===== src/rtl/memlcd_pkg.sv =====
// Shared definitions for the memory-LCD write engine: stream field widths,
// mode-bit positions within the mode field, and the frame FSM state encoding.
`timescale 1ns/1ps
package memlcd_pkg;

    localparam int unsigned MODE_W  = 6;
    localparam int unsigned ADDR_W  = 10;
    localparam int unsigned DUMMY_W = 16;

    // Position of each mode flag within the MSB-first mode field
    localparam int unsigned MODE_M0 = 0;
    localparam int unsigned MODE_M1 = 1;
    localparam int unsigned MODE_M2 = 2;

    typedef enum logic [3:0] {
        ST_IDLE_WAIT,
        ST_SETUP,
        ST_MODE,
        ST_ADDR,
        ST_DATA,
        ST_DUMMY,
        ST_TRAIL,
        ST_HOLD,
        ST_DONE
    } state_t;

    function automatic int unsigned max_u(input int unsigned a, input int unsigned b);
        return (a > b) ? a : b;
    endfunction

endpackage


===== src/rtl/memlcd_spi_shifter.sv =====
// Serial clock generator and single-bit shift stage: latches a presented bit while
// sclk is low, clocks it out with one sclk pulse, and strobes when it takes a bit.
`timescale 1ns/1ps
module memlcd_spi_shifter #(
    parameter int unsigned CLK_DIV = 1
) (
    input  logic i_clk,
    input  logic i_rst_n,
    input  logic i_valid,
    input  logic i_bit,
    output logic o_sclk,
    output logic o_si,
    output logic o_busy,
    output logic o_accept_c
);

    localparam int unsigned DIV_W = (CLK_DIV > 1) ? $clog2(CLK_DIV) : 1;

    logic [DIV_W-1:0] r_div;
    logic             r_sclk;
    logic             r_si;
    logic             r_busy;
    logic             w_div_done;
    logic             w_fall;

    assign w_div_done = (r_div == DIV_W'(CLK_DIV - 1));
    assign w_fall     = r_busy && r_sclk && w_div_done;
    // A new bit is taken when idle or on the falling edge of the current bit
    assign o_accept_c = i_valid && (!r_busy || w_fall);

    always_ff @(posedge i_clk or negedge i_rst_n) begin
        if (!i_rst_n) begin
            r_div  <= '0;
            r_sclk <= 1'b0;
            r_si   <= 1'b0;
            r_busy <= 1'b0;
        end else if (o_accept_c) begin
            r_si   <= i_bit;
            r_busy <= 1'b1;
            r_sclk <= 1'b0;
            r_div  <= '0;
        end else if (r_busy) begin
            if (w_div_done) begin
                r_div <= '0;
                if (r_sclk) begin
                    r_sclk <= 1'b0;
                    r_busy <= 1'b0;
                    r_si   <= 1'b0;
                end else begin
                    r_sclk <= 1'b1;
                end
            end else begin
                r_div <= r_div + DIV_W'(1);
            end
        end
    end

    assign o_sclk = r_sclk;
    assign o_si   = r_si;
    assign o_busy = r_busy;

endmodule


===== src/rtl/memlcd_top.sv =====
// Self-running memory-LCD write engine: after reset, streams a checkerboard frame over sclk/si/scs.
// Define MEMLCD_REPEAT_EN to send frames continuously with VCOM toggling every frame.
`timescale 1ns/1ps
module memlcd_top
    import memlcd_pkg::*;
#(
    parameter int unsigned H_PIXELS    = 336,
    parameter int unsigned LINES       = 8,
    parameter int unsigned CLK_DIV     = 1,
    parameter int unsigned SCS_SETUP   = 4,
    parameter int unsigned SCS_HOLD    = 4,
    parameter int unsigned START_DELAY = 16
) (
    input  logic        refclk,
    input  logic        rst,
    output logic        lcd_sclk,
    output logic        lcd_si,
    output logic        lcd_scs,
    output logic        sim_success,
    output logic [15:0] sim_report
);

    // SETUP is shortened by the shifter's load cycle and low phase so the first
    // sclk rise lands SCS_SETUP cycles after scs; HOLD absorbs the idle-detect cycle.
    localparam int unsigned SETUP_LEN = SCS_SETUP - CLK_DIV - 1;
    localparam int unsigned HOLD_LEN  = SCS_HOLD - 1;
    localparam int unsigned CNT_W     = $clog2(max_u(max_u(START_DELAY, SETUP_LEN), HOLD_LEN) + 1);
    localparam int unsigned BIT_W     = $clog2(max_u(max_u(H_PIXELS, DUMMY_W), ADDR_W) + 1);
    localparam int unsigned LINE_W    = $clog2(LINES + 1);
    localparam int unsigned AIDX_W    = $clog2(ADDR_W);

    state_t              r_state;
    logic [CNT_W-1:0]    r_cnt;
    logic [BIT_W-1:0]    r_bit;
    logic [LINE_W-1:0]   r_line;
    logic                r_vcom;
    logic                r_scs;
    logic                r_success;
    logic [15:0]         r_report;

    logic                w_valid;
    logic                w_bit;
    logic                w_accept;
    logic                w_busy;
    logic                w_sclk;
    logic                w_si;
    logic [ADDR_W-1:0]   w_addr;

    assign w_addr  = ADDR_W'(r_line);
    assign w_valid = (r_state == ST_MODE) || (r_state == ST_ADDR) || (r_state == ST_DATA) ||
                     (r_state == ST_DUMMY) ||
                     ((r_state == ST_TRAIL) && (r_bit < BIT_W'(DUMMY_W)));

    // Bit currently pointed to by the field/bit counters
    always_comb begin
        w_bit = 1'b0;
        case (r_state)
            ST_MODE: begin
                if (r_bit == BIT_W'(MODE_M0))      w_bit = 1'b1;
                else if (r_bit == BIT_W'(MODE_M1)) w_bit = r_vcom;
                else if (r_bit == BIT_W'(MODE_M2)) w_bit = 1'b0;
            end
            ST_ADDR: w_bit = w_addr[AIDX_W'(ADDR_W - 1) - r_bit[AIDX_W-1:0]];
            ST_DATA: w_bit = r_bit[0] ^ r_line[0];
            default: w_bit = 1'b0;
        endcase
    end

    memlcd_spi_shifter #(
        .CLK_DIV (CLK_DIV)
    ) u_shifter (
        .i_clk      (refclk),
        .i_rst_n    (rst),
        .i_valid    (w_valid),
        .i_bit      (w_bit),
        .o_sclk     (w_sclk),
        .o_si       (w_si),
        .o_busy     (w_busy),
        .o_accept_c (w_accept)
    );

    always_ff @(posedge refclk or negedge rst) begin
        if (!rst) begin
            r_state   <= ST_IDLE_WAIT;
            r_cnt     <= '0;
            r_bit     <= '0;
            r_line    <= '0;
            r_vcom    <= 1'b0;
            r_scs     <= 1'b0;
            r_success <= 1'b0;
            r_report  <= '0;
        end else begin
            case (r_state)
                ST_IDLE_WAIT: begin
                    if (r_cnt == CNT_W'(START_DELAY - 1)) begin
                        r_state <= ST_SETUP;
                        r_cnt   <= '0;
                        r_scs   <= 1'b1;
                    end else begin
                        r_cnt <= r_cnt + CNT_W'(1);
                    end
                end
                ST_SETUP: begin
                    if (r_cnt == CNT_W'(SETUP_LEN - 1)) begin
                        r_state <= ST_MODE;
                        r_cnt   <= '0;
                        r_bit   <= '0;
                        r_line  <= LINE_W'(1);
                    end else begin
                        r_cnt <= r_cnt + CNT_W'(1);
                    end
                end
                ST_MODE: begin
                    if (w_accept) begin
                        if (r_bit == BIT_W'(MODE_W - 1)) begin
                            r_state <= ST_ADDR;
                            r_bit   <= '0;
                        end else begin
                            r_bit <= r_bit + BIT_W'(1);
                        end
                    end
                end
                ST_ADDR: begin
                    if (w_accept) begin
                        if (r_bit == BIT_W'(ADDR_W - 1)) begin
                            r_state <= ST_DATA;
                            r_bit   <= '0;
                        end else begin
                            r_bit <= r_bit + BIT_W'(1);
                        end
                    end
                end
                ST_DATA: begin
                    if (w_accept) begin
                        if (r_bit == BIT_W'(H_PIXELS - 1)) begin
                            r_state <= ST_DUMMY;
                            r_bit   <= '0;
                        end else begin
                            r_bit <= r_bit + BIT_W'(1);
                        end
                    end
                end
                ST_DUMMY: begin
                    if (w_accept) begin
                        if (r_bit == BIT_W'(DUMMY_W - 1)) begin
                            r_bit    <= '0;
                            r_report <= r_report + 16'd1;
                            if (r_line == LINE_W'(LINES)) begin
                                r_state <= ST_TRAIL;
                            end else begin
                                r_state <= ST_ADDR;
                                r_line  <= r_line + LINE_W'(1);
                            end
                        end else begin
                            r_bit <= r_bit + BIT_W'(1);
                        end
                    end
                end
                ST_TRAIL: begin
                    // Wait for the last trailing bit to finish clocking out
                    if (w_accept) begin
                        r_bit <= r_bit + BIT_W'(1);
                    end else if ((r_bit == BIT_W'(DUMMY_W)) && !w_busy) begin
                        r_state <= ST_HOLD;
                        r_bit   <= '0;
                        r_cnt   <= '0;
                    end
                end
                ST_HOLD: begin
                    if (r_cnt == CNT_W'(HOLD_LEN - 1)) begin
                        r_scs     <= 1'b0;
                        r_success <= 1'b1;
                        r_cnt     <= '0;
`ifdef MEMLCD_REPEAT_EN
                        r_state   <= ST_IDLE_WAIT;
                        r_vcom    <= ~r_vcom;
`else
                        r_state   <= ST_DONE;
`endif
                    end else begin
                        r_cnt <= r_cnt + CNT_W'(1);
                    end
                end
                ST_DONE: begin
                    r_state <= ST_DONE;
                end
                default: begin
                    r_state <= ST_IDLE_WAIT;
                end
            endcase
        end
    end

    assign lcd_sclk    = w_sclk;
    assign lcd_si      = w_si;
    assign lcd_scs     = r_scs;
    assign sim_success = r_success;
    assign sim_report  = r_report;

endmodule


===== config.mk =====
export PLATFORM = sky130hd
export DESIGN_NAME = memlcd_top
export DESIGN_NICKNAME = d
export VERILOG_FILES = /design/src/rtl/memlcd_pkg.sv /design/src/rtl/memlcd_spi_shifter.sv /design/src/rtl/memlcd_top.sv
export SDC_FILE = /design/constraint.sdc
export NUM_CORES = 1
export LEC_CHECK = 0
export ABC_AREA = 1
export CAP_MARGIN = 40
export CORE_ASPECT_RATIO = 1.4
export CORE_MARGIN = 2
export CORE_UTILIZATION = 64
export DETAILED_ROUTE_END_ITERATION = 7
export DONT_BUFFER_PORTS = 1
export PLACE_DENSITY = 0.8
export SLEW_MARGIN = 20
export SYNTH_ARGS = -nofsm -noshare
export SYNTH_HDL_FRONTEND = slang
export SYNTH_HIERARCHICAL = 1
export SYNTH_SLANG_ARGS = --single-unit

===== constraint.sdc =====
create_clock -name refclk -period 2.9 [get_ports refclk]
set_input_delay 0.435 -clock refclk [delete_from_list [all_inputs] [get_ports refclk]]
set_output_delay 0.435 -clock refclk [all_outputs]
set_load 0.01 [all_outputs]

==> results by group <==
Status
  – Status: finished, final reports clean

Critical path
  – Worst reg2reg path endpoint: r_bit[5]
  – WP data arrival: 2.72 ns
  – Worst path required time: 3.15 ns
  – R2r startpoint: r_state[3]
  – CP max FO: 18
  – Flop2flop setup slack: 0.43 ns
  – Reg2Reg Depth: 15
  – Worst setup EP type: flop
  – CP Launch Type: flop
  – Critical path class: flop to flop

Cells and area
  – Nets: 456
  – Ant. Diodes: 0
  – Layout cell share with drive strength beyond 1: 0.0928
  – Utilization after layout: 0.711
  – Finished Layout Cells: 504
  – Layout area overhead: 6.78%
  – Fin area: 3250 um^2

GRT
  – Global-route wire length before repair: 11,900 um
  – Total gr overflow: 0
  – Largest net degree at the start of global routing: 44
  – Number of global-route vias before repair: 2,774
  – Tot GR Track Use: 0.277
  – Antenna violations before repair: 0

Yosys
  – Post-synthesis cell area: 3050 um^2
  – Async S/R FF share, synth: 1.00
  – Syn_nets: 450
  – Register area share after synthesis: 0.353
  – Synth Instances: 435
  – Synthesized flop and latch total: 43
  – Post-synth EDFFs: 0
  – Main synth FF type: dfrtp_1
  – Synthesized area per cell: 7.00 um^2
  – Warnings from Yosys: 8
  – Distinct cells, synth: 30

Detailed routing
  – Via count: 2,719
  – Post-Route WL: 6640 um
  – First-pass DRT Iterations: 4
  – Iteration-0 DRC Markers: 132
  – Vias per inst: 5.39
  – ANT nets after route: 0
  – Post-route DRC: 0
  – DR WL/cell: 13.2 um

Place
  – Port bufs: 0
  – Placed Area: 3090 um^2
  – Inst Count DP: 494
  – DP HPWL: 5030 um
  – Final GP Congestion: 0.930

Clock tree
  – Clock transition at path regs: 0.08 ns
  – Worst-Skew Late Latency: 0.30 ns
  – Post-CTS Resized: 0
  – CTS H-tree depth: 2
  – CTS tree: yes
  – Clock sinks: 43
  – CTS Buffer Depth: 2
  – Inserted Clock Buffers: 5
  – CTS Root Buffer Type: clkbuf_8

Power
  – NetSw: 223 uW
  – Internal power: 947 uW
  – Switching fraction of total power: 0.191
  – Logic gate share of total power: 0.013
  – Leak: 1.58 nW
  – Power density over the cells: 360 nW/um^2
  – Clock power frac: 0.475
  – Part of the power in registers: 0.512
  – Peak VDD IR: 0.233 mV

STA
  – FMAX: 0.405 GHz
  – Fin. Hold Viols: 0
  – RSZ-0062 raised after global routing: no
  – Tcrit/Tclk final: 0.851
  – Final Setup Violations: 0
  – Hold slack: 0.546 ns
  – Setup TNS: 0 ns
  – Final Max Slew Viols: 0
  – Worst Max-Slew Pin Slew: 0.612 ns
  – Min Clock Period, post-route: 2.47 ns
  – Skew final: 0.00589 ns
  – Slew HR: 0.588

Floorplan
  – Initial Utilization: 0.666
  – DIE HEIGHT: 85.6 um
  – I/O pin total: 22
  – Die X-Extent: 62.3 um
  – Row Count: 29
  – Core Box Area: 4570 um^2
  – Full die area: 5330 um^2

Min path
  – Hold endpoint: sim_success
  – Hold Crit Depth: 1
  – Hold wc startpoint: sim_success
  – Min-Delay Path Class: flop to flop

Flow run
  – Max Cap Viol: 0
-- power by group through the flow --
stage / Combinational (mW) / Sequential [mW] / Clock, mW
after floorplan: 0.000000942 / 0.611 / 0
after global routing: 0.0185 / 0.599 / 0.583
after global placement: 0.000000924 / 0.611 / 0
final: 0.0153 / 0.599 / 0.556
after detailed placement: 0.000000924 / 0.611 / 0
after CTS: 0.0164 / 0.599 / 0.563
-- synthesized netlist by cell type, types with 4 or more instances --
cell type | count | area share
nand2_1 | 134 | 0.17
nor2_1 | 58 | 0.071
inv_1 | 48 | 0.059
a21oi_1 | 5 | 0.0082
ha_1 | 13 | 0.053
nor2_4 | 8 | 0.030
o21ai_0 | 19 | 0.031
dfrtp_1 | 43 | 0.35
nand4_1 | 6 | 0.012
nor3_1 | 8 | 0.013
nor2_2 | 4 | 0.0082
nand3_1 | 35 | 0.058
xor2_1 | 16 | 0.046
nand2_2 | 7 | 0.014
inv_2 | 7 | 0.0086
-- per-layer routing --
metal	global-route usage	part of all wire	vias up
met1	0.299	0.40	1249
met4	0.133	0.033	0
met2	0.530	0.54	71
met3	0.0407	0.032	20
li1	-	-	1379
met5	0	0	-
-- how the worst max path moves through the flow --
stage	start	endpoint	slack [ns]	cells after the start
floorplan	r_bit[4]	r_bit[6]	0.52	14
global placement	r_bit[4]	r_bit[6]	0.60	13
detailed placement	r_state[3]	r_bit[5]	0.47	15
CTS	r_state[3]	r_bit[5]	0.45	15
global route	r_state[3]	r_bit[1]	0.19	15
finish	r_state[3]	r_bit[5]	0.43	15
-- kinds of logic after synthesis --
family | synth area share
flip-flops | 0.353
adder cells (fa/ha/maj) | 0.0534
XOR/XNOR | 0.0546
AO/OA/AOI/OAI | 0.0530
buffers and inverters | 0.0826
AND/OR/NAND/NOR | 0.403
-- repair_timing --
item,4_1_cts,5_1_grt
hold buffers,2,0
hold endpoints to repair,43,0
setup buffers,0,0
-- registers in the layout (all words and copies together) (netlist names) --
name	cells
lcd_scs	1
u_shifter/o_busy	1
sim_report	16
u_shifter/o_si	1
sim_success	1
r_line	4
r_state	4
r_cnt	5
u_shifter/o_sclk	1
r_bit	9
-- cell type report --
cell class | instances | area (um^2)
fill | 400 | 1320
tap | 62 | 77.6
clock inverter | 2 | 60.1
clock buffer | 6 | 72.6
sequential | 43 | 1080
inverter | 56 | 210
multi-input combinational | 332 | 1720
timing repair buffer | 3 | 37.5
-- stage by stage --
step                      power [mW]  setup slack, ns
after floorplan                0.611            0.521
final                           1.17            0.431
after global placement         0.611            0.597
after global routing            1.20            0.186
after detailed placement       0.611            0.472
after CTS                       1.18            0.447
-- layout by cell type, fill, tap and decap left out, types with 5 or more instances in the layout --
cell type | Yosys | final
nand3_1 | 35 | 35
ha_1 | 13 | 13
clkbuf_8 | 0 | 5
nand2_1 | 134 | 134
o21ai_0 | 19 | 19
nor3_1 | 8 | 8
nor2_4 | 8 | 8
dfrtp_1 | 43 | 43
inv_2 | 7 | 7
nor2_1 | 58 | 58
xor2_1 | 16 | 16
nand2_2 | 7 | 7
a21oi_1 | 5 | 5
inv_1 | 48 | 48
nand4_1 | 6 | 6
-- worst max-delay path, stage by stage, from the launching register on --
cell and delay, ns:
dfrtp_1 0.46, nor2_1 0.26, nand2_1 0.11, nand2_1 0.11, inv_1 0.08, o21ai_0 0.13
inv_1 0.12, a21oi_1 0.21, inv_1 0.10, nand3_1 0.13, nand2_2 0.10, nor2_4 0.13
nand3_4 0.19, nor2_1 0.15, nand2_1 0.07, nand2_1 0.06
No activity file was read; power rests on OpenSTA's default activity.
